## src/rtl/uart_tx_arbiter.sv

```systemverilog
// Round-robin arbiter that feeds bytes from NREQ requesters into a single
// UART transmitter. One byte moves at a time: grant, strobe newd for
// NEWD_CYC cycles, then wait for donetx (bounded by TIMEOUT cycles).
module uart_tx_arbiter #(
    parameter int NREQ     = 4,
    parameter int NEWD_CYC = 16,
    parameter int TIMEOUT  = 50000
) (
    input  logic                    clk,
    input  logic                    rst,
    input  logic [NREQ-1:0]         req,
    input  logic [NREQ*8-1:0]       data,
    output logic [NREQ-1:0]         ack,
    output logic                    err,
    output logic                    busy,
    output logic [$clog2(NREQ)-1:0] grant_id,
    output logic [7:0]              dintx,
    output logic                    newd,
    input  logic                    donetx
);

    localparam int GW   = $clog2(NREQ);
    localparam int CMAX = (TIMEOUT > NEWD_CYC) ? TIMEOUT : NEWD_CYC;
    localparam int CW   = $clog2(CMAX) + 1;

    localparam logic [CW-1:0] NEWD_LAST = CW'(NEWD_CYC - 1);
    localparam logic [CW-1:0] TMO_LAST  = CW'(TIMEOUT - 1);

    typedef enum logic [1:0] {
        IDLE,
        LOAD,
        WAIT_DONE
    } state_t;

    state_t          state_q, state_d;
    logic [GW-1:0]   ptr_q, ptr_d;
    logic [GW-1:0]   grant_id_q, grant_id_d;
    logic [7:0]      dintx_q, dintx_d;
    logic            newd_q, newd_d;
    logic [CW-1:0]   cnt_q, cnt_d;
    logic [NREQ-1:0] ack_q, ack_d;
    logic            err_q, err_d;

    logic            grant_vld;
    logic [GW-1:0]   grant_sel;

    // Pick the first requester after the last grant, wrapping around.
    always_comb begin
        logic [GW-1:0] idx;
        // NOTE: every variable written here gets a default first, so no path leaves it unassigned and no latch is inferred.
        grant_vld = 1'b0;
        grant_sel = '0;
        idx       = '0;
        for (int i = 1; i <= NREQ; i++) begin
            idx = GW'((int'(ptr_q) + i) % NREQ);
            if (!grant_vld && req[idx]) begin
                grant_vld = 1'b1;
                grant_sel = idx;
            end
        end
    end

    // Next-state and registered-output logic of the transfer FSM.
    always_comb begin
        state_d    = state_q;
        ptr_d      = ptr_q;
        grant_id_d = grant_id_q;
        dintx_d    = dintx_q;
        newd_d     = newd_q;
        cnt_d      = cnt_q;
        ack_d      = '0;
        err_d      = 1'b0;

        unique case (state_q)
            IDLE: begin
                if (grant_vld) begin
                    state_d    = LOAD;
                    ptr_d      = grant_sel;
                    grant_id_d = grant_sel;
                    dintx_d    = data[{grant_sel, 3'b000} +: 8];
                    newd_d     = 1'b1;
                    cnt_d      = '0;
                end
            end

            LOAD: begin
                if (cnt_q == NEWD_LAST) begin
                    state_d = WAIT_DONE;
                    newd_d  = 1'b0;
                    cnt_d   = '0;
                end else begin
                    cnt_d = cnt_q + CW'(1);
                end
            end

            WAIT_DONE: begin
                // donetx beats a timeout landing on the same edge.
                if (donetx) begin
                    ack_d[grant_id_q] = 1'b1;
                    state_d           = IDLE;
                end else if (cnt_q == TMO_LAST) begin
                    err_d   = 1'b1;
                    state_d = IDLE;
                end else begin
                    cnt_d = cnt_q + CW'(1);
                end
            end

            default: begin
                state_d = IDLE;
                newd_d  = 1'b0;
            end
        endcase
    end

    // State register with synchronous reset; ptr resets so requester 0 wins first.
    always_ff @(posedge clk) begin
        // NOTE: sequential state uses non-blocking assignments so every register samples pre-edge values.
        if (rst) begin
            state_q    <= IDLE;
            ptr_q      <= GW'(NREQ - 1);
            grant_id_q <= '0;
            dintx_q    <= 8'h00;
            newd_q     <= 1'b0;
            cnt_q      <= '0;
            ack_q      <= '0;
            err_q      <= 1'b0;
        end else begin
            state_q    <= state_d;
            ptr_q      <= ptr_d;
            grant_id_q <= grant_id_d;
            dintx_q    <= dintx_d;
            newd_q     <= newd_d;
            cnt_q      <= cnt_d;
            ack_q      <= ack_d;
            err_q      <= err_d;
        end
    end

    assign ack      = ack_q;
    assign err      = err_q;
    assign busy     = (state_q != IDLE);
    assign grant_id = grant_id_q;
    assign dintx    = dintx_q;
    assign newd     = newd_q;

endmodule

```

## config.mk

```make
export PLATFORM = sky130hd
export DESIGN_NAME = uart_tx_arbiter
export DESIGN_NICKNAME = d
export VERILOG_FILES = /design/src/rtl/uart_tx_arbiter.sv
export SDC_FILE = /design/constraint.sdc
export NUM_CORES = 1
export LEC_CHECK = 0
export ABC_AREA = 1
export BUFFER_PORTS_ARGS = -buffer_cell sky130_fd_sc_hd__buf_4
export CAP_MARGIN = 5
export CELL_PAD_IN_SITES_DETAIL_PLACEMENT = 1
export CELL_PAD_IN_SITES_GLOBAL_PLACEMENT = 1
export CORE_UTILIZATION = 42
export DETAILED_ROUTE_END_ITERATION = 7
export GPL_ROUTABILITY_DRIVEN = 1
export PLACE_DENSITY_LB_ADDON = 0.05
export SLEW_MARGIN = 0
export SYNTH_ARGS = -nofsm -noshare
export SYNTH_HDL_FRONTEND = slang
export SYNTH_SLANG_ARGS = --single-unit
```

## constraint.sdc

```tcl
create_clock -name clk -period 3.24 [get_ports clk]
set_input_delay 0.648 -clock clk [delete_from_list [all_inputs] [get_ports clk]]
set_output_delay 0.648 -clock clk [all_outputs]
set_load 0.005 [all_outputs]
```

# Word level (Yosys, flattened, before mapping)
# Cells that the tools add are included.
# W data, S select, Z words.
op_classes:
  n_addsub: 5
  order_cmp: 6
  eq_ne: 9
  shifts: 1
  n_mux: 32
  bitwise_logic: 2
  n_reduce_logical: 16
op_table:
  columns: ["operator", "n"]
  rows:
  - ["$mux W17", 4]
  - ["$pmux W17 S3", 1]
  - ["$shiftx A32 B6 Y8", 1]
  - ["$add A17 B1 Y17 const B", 1]
  - ["$eq A17 B16 Y1 const B", 1]
  - ["$eq A17 B4 Y1 const B", 1]
  - ["$mux W2", 8]
  - ["$lt A2 B3 Y1 const B", 5]
  - ["$mux W1", 12]
  - ["$bmux W1 S2", 4]
  - ["$ne A2 B2 Y1 const B", 4]
  - ["$pmux W2 S3", 1]
  - ["$reduce_and A3 Y1", 2]
  - ["$reduce_or A3 Y1", 2]
  - ["$add A2 B1 Y2 const B", 2]
  - ["$add A2 B2 Y2 const B", 2]
  - ["$logic_and A1 B1 Y1", 4]
  - ["$reduce_and A4 Y1", 1]
  - ["$logic_not A1 Y1", 3]
  - ["$ne A3 B3 Y1 const B", 1]
  - ["$pmux W1 S3", 1]
  - ["$reduce_bool A3 Y1", 1]
  - ["$demux W1 S2", 1]
  - ["$eq A2 B1 Y1 const B", 1]
  - ["other kinds (6)", 7]
totals:
  register_bits: 37
  inputBits: 39
  word_cells: 79

# Depth between registers and ports, before layout
depth:
  depth_word: 15
  ltp_mapped: 17

# Worst setup path after synthesis
# OpenSTA, ideal clock, no wires.
synth_path:
  kind: "input to register"
  startpoint: "input req[1]"
  endpoint: "register dintx_q[4] (netlist: dintx[4])"
  t_arrival_ns: 1.720
  path_slack_ns: 1.411
  stages: 12
  path_buffers: 2
  cell_sequence: "nand2_1 nand2_1 inv_1 o21ai_2 nand3b_4 buf_6 nand2_4 inv_6 buf_6 nand3_1 nand2_1 inv_1"
synth_between:
  elab_chain_len: 13
  word_cells_on_any_way: 24
synth_rtl:
  columns: ["item", "line_no", "text"]
  rows:
  - ["start, declared", "11", "input logic [NREQ-1:0] req,"]
  - ["$bmux W1 S2", "56", "if (!grant_vld && req[idx]) begin"]
  - ["$mux W1 (not written as such)", "56", null]
  - ["$mux W1", "56", null]
  - ["$logic_not A1 Y1", "56", null]
  - ["$logic_and A1 B1 Y1", "56", null]
  - ["$mux W1", "56", null]
  - ["$logic_not A1 Y1", "56", null]
  - ["$logic_and A1 B1 Y1", "56", null]
  - ["$mux W1", "56", null]
  - ["$logic_not A1 Y1", "56", null]
  - ["$logic_and A1 B1 Y1", "56", null]
  - ["$mux W2 or $mux W1 (tied branches)", "56", null]
  - ["$shiftx A32 B6 Y8 or $reduce_and A2 Y1 (tied branches)", null, null]
  - ["end signal, assigned", "132", "dintx_q <= dintx_d;"]
  - ["end, declared", "38", "logic [7:0] dintx_q, dintx_d;"]
# Parallel ways exist; a longest one is shown, timed or not. The select of a mux whose other input is x is not followed.
# A chain may end at the register's enable or synchronous reset.

# Worst setup path after layout
layout_path:
  startpoint: "register cnt_q[0]"
  endpoint: "register cnt_q[3]"
layout_between:
  elab_chain_len: 4
  word_cells_on_any_way: 9
layout_rtl:
  columns: ["item", "line_no", "text"]
  rows:
  - ["start, declared", "40", "logic [CW-1:0] cnt_q, cnt_d;"]
  - ["start signal, assigned", "134", "cnt_q <= cnt_d;"]
  - ["$add A17 B1 Y17", "92, 105", null]
  - ["$mux W17", "101", "end else if (cnt_q == TMO_LAST) begin"]
  - ["$mux W17", "98", "if (donetx) begin"]
  - ["$pmux W17 S3", "74", "unique case (state_q)"]
# Parallel ways exist; a longest one is shown, timed or not. The select of a mux whose other input is x is not followed.

==> results.py <==
metrics = {
    "placed_design": {
        "gp_congestion": 0.909,
        "dp_cells": 553,
        "hpwlAfterDp_um": 6280,
        "portBuffers": 55,
    },
    "power": {
        "peakVddDrop_mv": 0.573,
        "p_leak_uw": 0.00159,
        "power_density_nw_per_um2": 884,
    },
    "clock_network": {
        "cts_resized": 0,
        "path_clk_slew_ns": 0.08,
        "cts.sinks": 37,
        "cts-buffers-inserted": 5,
        "clockBufferDepth": 2,
        "post-cts-setup-buffers": 0,
        "h-tree-depth": 2,
        "cts_root_buf": "clkbuf_8",
        "clk_latency_ns": 0.30,
        "ctsHoldBuffers": 0,
        "cts_tree": "yes",
    },
    "finish": {
        "stdcell_count": 561,
        "multi_input_area_um2": 1710,
        "syn2layout_area_growth_pct": 16.4,
        "drive_above_1_share": 0.252,
        "regArea_um2": 741,
        "nets": 527,
        "n_antenna_cell": 0,
        "final_common_cell": "nand2_1",
        "fill_cells": 899,
        "layout_common_cells": "nand2_1 (91), inv_1 (68), nand3_1 (55), buf_4 (55), nor2_1 (38)",
    },
    "worst_hold_path": {
        "hp-class": "register to register",
    },
    "timing": {
        "period_share": 0.718,
        "slew_viol_final": 0,
        "max_freq_mhz": 430,
        "fin_crit_ns": 2.33,
        "worstMarginPinSlew_ns": 0.500,
        "rsz0062_at_grt": "no",
        "hold_violations": 0,
        "max_slew_margin": 0.666,
        "setup_viol": 0,
        "skew_ns": 0.00329,
        "setup_tns_ns": 0,
    },
    "setup_path": {
        "crit_required_ns": 3.48,
        "cp-end-kind": "register",
        "crit_arrival_ns": 2.57,
        "critPathMaxFanout": 16,
        "worst_setup_path_start_kind": "register",
        "setup.worst_path.class": "register to register",
    },
    "yosys": {
        "yosysUniqueCellTypes": 44,
        "syn_nets": 481,
        "synth_top_flop_cell": "dfxtp_1",
        "yosys_warnings": 0,
        "postSynth.asyncResetShare": 0,
        "syn_inst": 437,
        "syn_area_per_cell_um2": 6.64,
        "ys_seq_area_frac": 0.255,
        "synth_area_leaders": "dfxtp_1 (26%), nand2_1 (12%), nand3_1 (9.5%)",
        "yosysTopAreaCell": "dfxtp_1",
        "synth-edff-count": 0,
        "muxShareOfSynthArea": 0,
        "synth_area_um2": 2900,
        "yosys.area.top_type_share": 0.255,
        "synth-compound-area-share": 0.106,
        "synth_seq_cells": 37,
        "synth_fa_ha_area_frac": 0.0216,
        "synth_top_family_by_area": "simple AND/OR/NAND/NOR gates",
        "synth_xor_area_frac": 0.0272,
        "yosys.area_share.simple": 0.436,
    },
    "floorplan": {
        "die_y_um": 85.1,
        "die_width_um": 85.1,
        "core_area_um2": 6490,
        "core.rowCount": 29,
        "io_pins": 56,
        "dieArea_um2": 7240,
        "initial_utilization": 0.447,
    },
    "drt": {
        "firstDrtPassIters": 4,
        "antenna_left": 0,
        "drt_iter0_markers": 192,
        "avgViaCountPerCell": 5.31,
        "wire_per_inst_um": 14.7,
        "post-route-drc-count": 0,
        "wl_um": 8250,
        "dr_total_vias": 2977,
    },
    "global_routing": {
        "overflow": 0,
        "grt_use_total": 0.245,
        "grt_first_pass_wirelength_um": 14300,
        "grt_max_degree": 27,
        "grt_antenna_before_repair": 0,
        "grt_pass1_vias": 3049,
    },
    "status": {
        "outcome": "complete, no violations",
    },
    "job": {
        "cap_viol_max_count": 0,
    },
}
## registers in the layout (all words and copies together) (netlist names)
signal,cells
err,1
ptr_q,2
grant_id,2
newd,1
dintx,8
state_q,2
ack,4
cnt_q,17
## final timing paths
path | slack (ns) | end | cells after the start | start
setup reg to reg | 0.91 | cnt_q[3] | 12 | cnt_q[0]
setup / recovery | 0.91 | cnt_q[3] | 12 | cnt_q[0]
hold / removal | 0.49 | newd | 2 | newd
hold reg to reg | 0.49 | newd | 2 | newd
## Yosys cell counts, drive strengths merged, types with 2 or more instances
library cell,count
nand2,121
inv,74
nand3,58
nor2,42
dfxtp,37
a21oi,28
nand4,15
buf,9
nor3,9
xor2,8
clkbuf,7
o21ai,7
ha,5
o211ai,4
a211oi,3
a31oi,2
nand3b,2
## cell type report
class,count,share of cell area
repair buffers,55,0.122
multi-input cells,309,0.507
flip-flops and latches,37,0.219
inverters,75,0.0871
well taps,77,0.0285
clock buffers,6,0.0245
clock inverters,2,0.0111
## report_power, final
part	switching [uW]	internal (uW)	leakage [uW]
Clock	180	250	0.0000574
Combinational	1310	621	0.00123
Sequential	79.5	542	0.000302
Total	1570	1410	0.00159
## worst max-delay path: stages, from the launching register on
cell and delay, ns:
dfxtp_1 0.38, ha_1 0.20, nand2_1 0.12, nor2_4 0.17
nand4_1 0.17, nand2b_1 0.24, o21ai_0 0.23, inv_2 0.19
nand2_8 0.18, inv_2 0.10, nand2_1 0.10, nand2_1 0.07
nor2_1 0.10
## per-layer routing
layer,track usage,part of all wire
met1,0.321,0.46
met2,0.422,0.48
met3,0.0447,0.052
met4,0.0508,0.0088
met5,0,0
## logic make-up after synthesis
logic type / Yosys count
XOR/XNOR: 9
flip-flops: 37
adder cells (fa/ha/maj): 5
buffers and inverters: 91
AO/OA/AOI/OAI: 45
AND/OR/NAND/NOR: 250
## through the flow
stage	instance area [um^2]	hold WS, ns	utilization	setup WS (ns)	power [uW]
floorplan	2900	0.454	-	1.41	2250
global placement	3260	0.469	0.501	0.938	2520
detailed placement	3260	0.465	0.501	0.911	2570
CTS	3380	0.487	0.520	0.903	3010
global route	3380	0.519	0.520	0.692	3270
finish	3380	0.486	0.520	0.912	2990
No activity file was read; power rests on OpenSTA's default activity.
